<file path="config.mk">
export PLATFORM = sky130hd
export DESIGN_NAME = fx2_ep_scheduler_flat
export DESIGN_NICKNAME = d
export VERILOG_FILES = /design/src/rtl/fx2_ep_sched_if.sv /design/src/rtl/fx2_ep_scheduler.sv /design/src/flat_wrapper.sv
export SDC_FILE = /design/constraint.sdc
export NUM_CORES = 1
export LEC_CHECK = 0
export CAP_MARGIN = 5
export CORE_AREA = 2 2 58 60
export CTS_CLUSTER_SIZE = 14
export DETAILED_ROUTE_END_ITERATION = 7
export DIE_AREA = 0 0 60 62
export PLACE_DENSITY = 0.78
export SLEW_MARGIN = 0
export SYNTH_ARGS = -nofsm -noshare
export SYNTH_HDL_FRONTEND = slang
export SYNTH_SLANG_ARGS = --single-unit
</file>
<file path="constraint.sdc">
create_clock -name clk -period 1.6 [get_ports clk]
set_input_delay 0.32 -clock clk [delete_from_list [all_inputs] [get_ports clk]]
set_output_delay 0.32 -clock clk [all_outputs]
set_load 0.02 [all_outputs]
</file>
<file path="src/rtl/fx2_ep_sched_if.sv">
// ---------------------------------------------------------------------------
// fx2_ep_sched_if
// Bundles the FX2 endpoint flags, the local resource status, the datapath
// byte handshake and the scheduler's grant outputs into one port.
//   slave  : the scheduler (samples flags/status/strobes, drives grant side)
//   master : the datapath / environment (drives flags/status/strobes)
// Signals:
//   usb_ep2_empty, usb_ep4_empty : FX2 OUT FIFOs empty (EP2, EP4 read side)
//   usb_ep6_full,  usb_ep8_full  : FX2 IN FIFOs full  (EP6, EP8 write side)
//   ep2_ready, ep4_ready         : local sinks can accept bytes
//   ep6_avail, ep8_avail         : local sources hold bytes
//   xfer_strobe, xfer_last       : one byte moved / packet end
//   usb_addr[1:0]                : FX2 FIFOADDR
//   grant[3:0], grant_valid      : one-hot grant and its qualifier
//   grant_read                   : granted endpoint is FX2->FPGA
//   burst_count[9:0]             : bytes moved in the current grant
// ---------------------------------------------------------------------------
interface fx2_ep_sched_if;
   logic       usb_ep2_empty;
   logic       usb_ep4_empty;
   logic       usb_ep6_full;
   logic       usb_ep8_full;
   logic       ep2_ready;
   logic       ep4_ready;
   logic       ep6_avail;
   logic       ep8_avail;
   logic       xfer_strobe;
   logic       xfer_last;
   logic [1:0] usb_addr;
   logic [3:0] grant;
   logic       grant_valid;
   logic       grant_read;
   logic [9:0] burst_count;

   modport slave (
      input  usb_ep2_empty, usb_ep4_empty, usb_ep6_full, usb_ep8_full,
      input  ep2_ready, ep4_ready, ep6_avail, ep8_avail,
      input  xfer_strobe, xfer_last,
      output usb_addr, grant, grant_valid, grant_read, burst_count
   );

   modport master (
      output usb_ep2_empty, usb_ep4_empty, usb_ep6_full, usb_ep8_full,
      output ep2_ready, ep4_ready, ep6_avail, ep8_avail,
      output xfer_strobe, xfer_last,
      input  usb_addr, grant, grant_valid, grant_read, burst_count
   );
endinterface

</file>
<file path="src/rtl/fx2_ep_scheduler.sv">
// ---------------------------------------------------------------------------
// fx2_ep_scheduler
// Chooses which FX2 endpoint owns the shared FX2 data bus. EP2/EP4 are read
// from the FX2, EP6/EP8 are written to it. An endpoint is eligible when its
// FX2 flag allows a transfer and the local resource behind it is ready.
// The block drives FIFOADDR, inserts bus turnaround idle cycles when the
// address changes, and caps every grant at BURST_MAX bytes.
//
// Ports:
//   clk    : system clock
//   reset  : synchronous, active-high
//   bus    : fx2_ep_sched_if.slave (flags, status, strobes in; grant out)
//
// Parameters:
//   BURST_MAX  : max bytes per grant (1..1023)
//   TURNAROUND : idle cycles after usb_addr changes (0..7)
//
// Build option:
//   FX2_EP_PRIORITY_EN : EP4 then EP8 get strict priority; EP2/EP6 share
//                        round robin only when both are ineligible.
//                        Undefined -> plain 4-way round robin.
// ---------------------------------------------------------------------------
module fx2_ep_scheduler #(
   parameter int unsigned BURST_MAX  = 512,
   parameter int unsigned TURNAROUND = 2
) (
   input  logic          clk,
   input  logic          reset,
   fx2_ep_sched_if.slave bus
);

   typedef enum logic [2:0] {
      S_IDLE,
      S_SELECT,
      S_TURN,
      S_ACTIVE,
      S_RELEASE
   } state_t;

   localparam logic [9:0] BURST_CAP  = 10'(BURST_MAX);
   localparam logic [9:0] BURST_LAST = 10'(BURST_MAX - 1);
   localparam logic [2:0] TURN_LAST  = (TURNAROUND == 0) ? 3'd0 : 3'(TURNAROUND - 1);
   localparam bit         NO_TURN    = (TURNAROUND == 0);

   state_t     state_q, state_d;
   logic [3:0] elig_q;
   logic [1:0] ptr_q, ptr_d;
   logic [1:0] usb_addr_q, usb_addr_d;
   logic       grant_read_q, grant_read_d;
   logic [9:0] burst_q, burst_d;
   logic [2:0] turn_q, turn_d;
   logic [2:0] pick;         // {found, endpoint index}
   logic       acc_strobe;
   logic       burst_end;

   // First set bit of el strictly after ptr, wrapping EP8 -> EP2; the
   // pointer position itself is checked last. Iterating from the farthest
   // offset down lets the nearest eligible endpoint win.
   function automatic logic [2:0] rr_pick(input logic [3:0] el, input logic [1:0] ptr);
      logic [2:0] res;
      logic [1:0] idx;
      res = 3'b000;
      for (int i = 4; i >= 1; i--) begin
         idx = ptr + 2'(i);
         if (el[idx]) res = {1'b1, idx};
      end
      return res;
   endfunction

   always_ff @(posedge clk) begin
      if (reset) begin
         elig_q <= 4'b0000;
      end else begin
         elig_q <= {~bus.usb_ep8_full  & bus.ep8_avail,
                    ~bus.usb_ep6_full  & bus.ep6_avail,
                    ~bus.usb_ep4_empty & bus.ep4_ready,
                    ~bus.usb_ep2_empty & bus.ep2_ready};
      end
   end

   always_comb begin
`ifdef FX2_EP_PRIORITY_EN
      if (elig_q[1])      pick = {1'b1, 2'd1};
      else if (elig_q[3]) pick = {1'b1, 2'd3};
      else                pick = rr_pick(elig_q & 4'b0101, ptr_q);
`else
      pick = rr_pick(elig_q, ptr_q);
`endif
   end

   // Strobes only count while the grant is presented.
   assign acc_strobe = bus.xfer_strobe & (state_q == S_ACTIVE);
   assign burst_end  = acc_strobe & (bus.xfer_last | (burst_q >= BURST_LAST));

   always_ff @(posedge clk) begin
      if (reset) begin
         state_q      <= S_IDLE;
         ptr_q        <= 2'd3;
         usb_addr_q   <= 2'd0;
         grant_read_q <= 1'b0;
         burst_q      <= 10'd0;
         turn_q       <= 3'd0;
      end else begin
         state_q      <= state_d;
         ptr_q        <= ptr_d;
         usb_addr_q   <= usb_addr_d;
         grant_read_q <= grant_read_d;
         burst_q      <= burst_d;
         turn_q       <= turn_d;
      end
   end

   always_comb begin
      state_d      = state_q;
      ptr_d        = ptr_q;
      usb_addr_d   = usb_addr_q;
      grant_read_d = grant_read_q;
      burst_d      = burst_q;
      turn_d       = turn_q;

      case (state_q)
         S_IDLE: begin
            if (|elig_q) state_d = S_SELECT;
         end

         S_SELECT: begin
            if (!pick[2]) begin
               state_d = S_IDLE;
            end else begin
               usb_addr_d   = pick[1:0];
               grant_read_d = ~pick[1];
               turn_d       = 3'd0;
`ifdef FX2_EP_PRIORITY_EN
               // Only the EP2/EP6 pair rotates; priority picks leave it alone.
               if (!pick[0]) ptr_d = pick[1:0];
`else
               ptr_d = pick[1:0];
`endif
               // Same FIFOADDR as the previous grant needs no turnaround.
               if (pick[1:0] == usb_addr_q || NO_TURN) state_d = S_ACTIVE;
               else                                      state_d = S_TURN;
            end
         end

         S_TURN: begin
            if (turn_q == TURN_LAST) begin
               state_d = elig_q[usb_addr_q] ? S_ACTIVE : S_RELEASE;
            end else begin
               turn_d = turn_q + 3'd1;
            end
         end

         S_ACTIVE: begin
            if (acc_strobe && burst_q != BURST_CAP) burst_d = burst_q + 10'd1;
            // A strobe in the cycle eligibility drops is still counted above.
            if (burst_end || !elig_q[usb_addr_q]) state_d = S_RELEASE;
         end

         S_RELEASE: begin
            burst_d = 10'd0;
            state_d = S_SELECT;
         end

         default: state_d = S_IDLE;
      endcase
   end

   assign bus.usb_addr    = usb_addr_q;
   assign bus.grant_read  = grant_read_q;
   assign bus.grant_valid = (state_q == S_ACTIVE);
   assign bus.grant       = (state_q == S_ACTIVE) ? (4'b0001 << usb_addr_q) : 4'b0000;
   assign bus.burst_count = burst_q;

endmodule
</file>
<file path="src/flat_wrapper.sv">
// flat-port wrapper written by rule: the top's interface ports become plain ports
module fx2_ep_scheduler_flat 
#(
   parameter int unsigned BURST_MAX  = 512,
   parameter int unsigned TURNAROUND = 2
)
  (clk, reset, bus_usb_ep2_empty, bus_usb_ep4_empty, bus_usb_ep6_full, bus_usb_ep8_full, bus_ep2_ready, bus_ep4_ready, bus_ep6_avail, bus_ep8_avail, bus_xfer_strobe, bus_xfer_last, bus_usb_addr, bus_grant, bus_grant_valid, bus_grant_read, bus_burst_count);
  fx2_ep_sched_if bus_i ();
  input  logic clk;
  input  logic reset;
  input wire logic [$bits(bus_i.usb_ep2_empty)-1:0] bus_usb_ep2_empty;
  input wire logic [$bits(bus_i.usb_ep4_empty)-1:0] bus_usb_ep4_empty;
  input wire logic [$bits(bus_i.usb_ep6_full)-1:0] bus_usb_ep6_full;
  input wire logic [$bits(bus_i.usb_ep8_full)-1:0] bus_usb_ep8_full;
  input wire logic [$bits(bus_i.ep2_ready)-1:0] bus_ep2_ready;
  input wire logic [$bits(bus_i.ep4_ready)-1:0] bus_ep4_ready;
  input wire logic [$bits(bus_i.ep6_avail)-1:0] bus_ep6_avail;
  input wire logic [$bits(bus_i.ep8_avail)-1:0] bus_ep8_avail;
  input wire logic [$bits(bus_i.xfer_strobe)-1:0] bus_xfer_strobe;
  input wire logic [$bits(bus_i.xfer_last)-1:0] bus_xfer_last;
  output wire logic [$bits(bus_i.usb_addr)-1:0] bus_usb_addr;
  output wire logic [$bits(bus_i.grant)-1:0] bus_grant;
  output wire logic [$bits(bus_i.grant_valid)-1:0] bus_grant_valid;
  output wire logic [$bits(bus_i.grant_read)-1:0] bus_grant_read;
  output wire logic [$bits(bus_i.burst_count)-1:0] bus_burst_count;
  assign bus_i.usb_ep2_empty = bus_usb_ep2_empty;
  assign bus_i.usb_ep4_empty = bus_usb_ep4_empty;
  assign bus_i.usb_ep6_full = bus_usb_ep6_full;
  assign bus_i.usb_ep8_full = bus_usb_ep8_full;
  assign bus_i.ep2_ready = bus_ep2_ready;
  assign bus_i.ep4_ready = bus_ep4_ready;
  assign bus_i.ep6_avail = bus_ep6_avail;
  assign bus_i.ep8_avail = bus_ep8_avail;
  assign bus_i.xfer_strobe = bus_xfer_strobe;
  assign bus_i.xfer_last = bus_xfer_last;
  assign bus_usb_addr = bus_i.usb_addr;
  assign bus_grant = bus_i.grant;
  assign bus_grant_valid = bus_i.grant_valid;
  assign bus_grant_read = bus_i.grant_read;
  assign bus_burst_count = bus_i.burst_count;
  fx2_ep_scheduler #(.BURST_MAX(BURST_MAX), .TURNAROUND(TURNAROUND)) u_core (.clk(clk), .reset(reset), .bus(bus_i));
endmodule
</file>
# --- Word level (Yosys, flattened, before mapping) ---
# Cells that the tools add are included.
word_totals:
  reg_bits: 25
  word_cells: 82
  output_inout_bits: 18
  inputBits: 12
op_classes:
  n_mux: 27
  magnitude_cmp: 6
  n_eq_ne: 13
  reduce_logical: 11
  n_shift: 1
  bitwise_logic: 12
  add_sub_neg: 5
ops:
  columns: ["cell", "n"]
  rows:
  - ["$mux W3", 11]
  - ["$pmux W10 S2", 1]
  - ["$lt A2 B3 Y1 const B", 5]
  - ["$pmux W3 S5", 1]
  - ["$add A10 B1 Y10 const B", 1]
  - ["$bmux W1 S2", 5]
  - ["$ge A10 B9 Y1 const B", 1]
  - ["$mux W10", 1]
  - ["$ne A10 B10 Y1 const B", 1]
  - ["$ne A2 B1 Y1 const B", 5]
  - ["$and A1 B1 Y1", 6]
  - ["$eq A3 B1 Y1 const B", 2]
  - ["$eq A3 B2 Y1 const B", 2]
  - ["$mux W1", 6]
  - ["$pmux W3 S2", 1]
  - ["$reduce_and A3 Y1", 2]
  - ["$not A1 Y1", 5]
  - ["$add A2 B2 Y2 const B", 2]
  - ["$mux W4", 1]
  - ["$reduce_and A2 Y1", 2]
  - ["$reduce_bool A2 Y1", 2]
  - ["$reduce_or A4 Y1", 1]
  - ["$shl A1 B2 Y4 const A", 1]
  - ["$add A3 B1 Y3 const B", 1]
  - ["9 further kinds", 9]

# --- Longest topological paths before layout ---
logic_depth:
  word_depth: 10
  depth_mapped: 8

# --- Least setup slack after synthesis ---
# No wires, ideal clock.
synth_timing:
  path_kind: "flip-flop to flip-flop"
  from: "register u_core.burst_q[0] (netlist: u_core.bus.burst_count[0])"
  to: "register u_core.burst_q[5] (netlist: u_core.bus.burst_count[5])"
  arrival_time_ns: 1.788
  path_stages_with_launch: 9
  slack_ns: -0.315
  period_less_slack_ns: 1.915
  required_ns: 1.472
  cell_sequence: "dfxtp_1 inv_1 ha_1 nor4bb_1 a311oi_2 and3_1 nand4_1 xor2_1 nor2_1"
synth_via:
  elab_chain_len: 4
synth_rtl:
  columns: ["item", "line", "text"]
  rows:
  - ["from (decl)", "fx2_ep_scheduler.sv:50", "logic [9:0] burst_q, burst_d;"]
  - ["from (signal assigned)", "fx2_ep_scheduler.sv:108", "burst_q <= burst_d;"]
  - ["branches (longest 4 deep; another with $add A10 B1 Y10)", null, null]
# Several ways; the timed one is not identified. The select of a mux whose other input is x is not followed.
# A chain may end at the register's enable or synchronous reset.

# --- Worst setup path after layout ---
layout_timing:
  from: "register u_core.burst_q[1] (netlist: u_core.bus.burst_count[1])"
  to: "register u_core.burst_q[9] (netlist: u_core.bus.burst_count[9])"
# Same word-level chain as after synthesis.

==> reports/qor.csv <==
stage,metric,value,unit
clock_network,Sink Count,25,
global_routing,vias in the first global route,1167,
timing,final cycle utilization of the critical path,108,%
placement,Area after DPL,0.00181,mm2
clock_network,CTS HTree Levels,1,
layout,area grow syn2layout,52.3,%
timing,"Slew Viols, Final",0,
timing,Fin. Hold Viols,0,
placement,Detail Placement HPWL,2410,um
logic_synthesis,top-area cell type share of the netlist area,38.8,%
timing,unrepaired setup endpoints after global routing,yes,
global_routing,global-route wire length before repair,5140,um
layout,Final Core Density,61.7,%
logic_synthesis,"top cells by area, synth","dfxtp_1 (39%), nor2_1 (6.4%), xor2_1 (5.4%)",
floorplan,Top Ports,30,
worst_setup_path,Setup CP Type,reg2reg,
min_path,HP Class,reg2reg,
routing,WL per Instance,13.6,um
floorplan,die height,62,um
logic_synthesis,post-synthesis sequential area ratio,38.8,%
routing,DRT Pass-1 Iters,4,
clock_network,Root Buffer,clkbuf_4,
outcome,failing checks,negative setup slack,
logic_synthesis,"count leader, synth",dfxtp_1,
timing,Worst Clk Skew,0.00443,ns
layout,Nets,222,
clock_network,CTS Buffer Depth,2,
global_routing,pin count of the biggest net entering global routing,15,
logic_synthesis,Post-synth top cells,"dfxtp_1 (25), nor2_1 (22)",
outcome,status,"complete, but fails checks",
logic_synthesis,Yosys warning count,0,
timing,hold slack,0.492,ns
clock_network,clock network latency to the later pin of the worst-skew pair,0.32,ns
layout,# diodes,0,
global_routing,gr ovfl total,0,
floorplan,FP Rows,21,
logic_synthesis,Mapped Avg Cell Area,8.65,um2
routing,Final ANT Viol Nets,0,
power_and_ir_drop,static leakage,0.876,nW
run,Max Cap Viol,0,
floorplan,CORE AREA,0.00318,mm2
power_and_ir_drop,total power,1.80,mW
placement,PortBufs,29,
min_path,WHS Path Cells,1,
clock_network,CTS tree,yes,
floorplan,Die W,60,um
global_routing,overall routing resource usage,18.2,%
timing,setup violators final,7,
worst_setup_path,crit-path max FO,4,
layout,layout cell share with drive strength beyond 1,36.1,%
power_and_ir_drop,power per cell area,919,mW/mm2
power_and_ir_drop,Worst VDD drop,0.453,mV
routing,DRT iter0 DRCs,50,
worst_setup_path,crit path DAT,1.93,ns
worst_setup_path,critical path required time,1.81,ns
timing,achievable frequency,580,MHz
clock_network,"Clk pin slew, worst setup/hold paths",0.14,ns
worst_setup_path,CP endpoint kind,register,
timing,Worst slew margin,76.3,%
logic_synthesis,Main synth FF type,dfxtp_1,
logic_synthesis,asr flop ratio synth,0,%
worst_setup_path,Critical R2R Capture,u_core.bus.burst_count[9],
worst_setup_path,CP Launch Point,u_core.bus.burst_count[1],
logic_synthesis,cells after synthesis,149,
clock_network,TritonCTS Buffers,3,
global_routing,initial antenna violation count,0,
worst_setup_path,reg2reg path depth,8,
min_path,Worst Hold Path EP,u_core.bus.grant_read,
logic_synthesis,syn_nets,165,
worst_setup_path,Worst R2R Setup Slack,-0.12,ns
layout,fillers,255,
floorplan,die area,0.00372,mm2
timing,fin worst setup slack,-0.124,ns
routing,routed wire length,3410,um
logic_synthesis,"Cell Area, Synth",0.00129,mm2
layout,post-layout instance area,0.00196,mm2
floorplan,Starting Density,40.5,%
logic_synthesis,number of distinct library cells after synthesis,38,
logic_synthesis,largest area contributor in the netlist,dfxtp_1,
worst_setup_path,reg-to-reg startpoint,u_core.bus.burst_count[1],
logic_synthesis,Post-synth EDFFs,0,
routing,DR vias,1302,
timing,final worst path period need,1.72,ns
routing,Vias/cell,5.19,
routing,DRC Markers,0,
timing,Worst-Margin Slew,0.352,ns
placement,Routability Congestion,0.856,
logic_synthesis,#FFs+latches synth,25,
min_path,Hold Crit Start,u_core.bus.grant_read,
worst_setup_path,CP Launch Type,register,
final cells by class:
cell class / count / area (um2) / area share (%)
multi-input combinational: 110 / 856 / 43.6
timing repair buffer: 58 / 469 / 23.9
sequential: 25 / 523 / 26.6
clock inverter: 1 / 5.00 / 0.255
tap: 46 / 57.6 / 2.93
inverter: 8 / 30.0 / 1.53
clock buffer: 3 / 22.5 / 1.15
how the worst max path moves through the flow:
stage	endpoint	slack, ns
after CTS	u_core.bus.burst_count[9]	-0.13
after floorplan	u_core.bus.burst_count[5]	-0.12
after detailed placement	u_core.bus.burst_count[9]	-0.27
after global routing	u_core.bus.burst_count[9]	-0.21
after global placement	u_core.bus.burst_count[9]	-0.16
final	u_core.bus.burst_count[9]	-0.12
kinds of logic after synthesis:
group | count (synthesis) | share of synthesized area (%)
simple gates | 64 | 26.6
compound gates | 27 | 15.0
flops | 25 | 38.8
buf+inv | 14 | 4.27
xor+xnor | 13 | 8.84
fa+ha+maj | 4 | 3.88
mux | 2 | 2.52
power by group:
group,internal [mW],total (mW),switching [mW]
sequential,0.699,0.772,0.0724
clock,0.0935,0.282,0.189
combinational,0.328,0.750,0.422
critical path, cell delays in order (launching register included):
cell	delay (ns)
dfxtp_4	0.37
inv_2	0.04
ha_2	0.16
nor4bb_4	0.14
a311oi_2	0.30
and3_4	0.28
and2b_1	0.14
xnor2_1	0.13
nor2_1	0.05
layout by cell type (no fill, tap or decap), types with 6 or more instances in the layout:
master,synthesis,routed
clkdlybuf4s50_1,0,11
nand2_1,8,6
dlygate4sd2_1,0,13
xor2_1,8,8
buf_4,0,30
a21oi_1,8,6
dfxtp_1,25,15
dfxtp_2,0,6
nor2_1,22,21
flip-flops by register name, indices dropped and copies added, names as in the netlist:
| name | cells |
|---|---|
| u_core.bus.burst_count | 10 |
| u_core.bus.grant_read | 1 |
| u_core.bus.usb_addr | 2 |
| u_core.elig_q | 4 |
| u_core.ptr_q | 2 |
| u_core.state_q | 3 |
| u_core.turn_q | 3 |
layer usage:
layer  vias to the layer above  global-route usage, %  part of all wire (%)
li1                        634                      -                     -
met1                       617                   21.7                    41
met2                        45                   33.1                    53
met3                         6                   2.90                   4.8
met4                         0                   6.67                   1.3
met5                         -                      0                     0
timing repair:
item                       CTS  global route
hold buffers                 0             0
resized for setup           38            27
buffers inserted             1             5
pin swaps                    7             7
setup endpoints to repair   28            18
through the flow:
step	instances	setup TNS (ns)	setup slack, ns
5_1_grt	251	-1.27	-0.208
6_report	251	-0.476	-0.124
3_5_place_dp	241	-2.02	-0.271
2_1_floorplan	149	-0.685	-0.124
3_3_place_gp	241	-1.12	-0.156
4_1_cts	246	-0.513	-0.127
No activity file was read; power rests on OpenSTA's default activity.
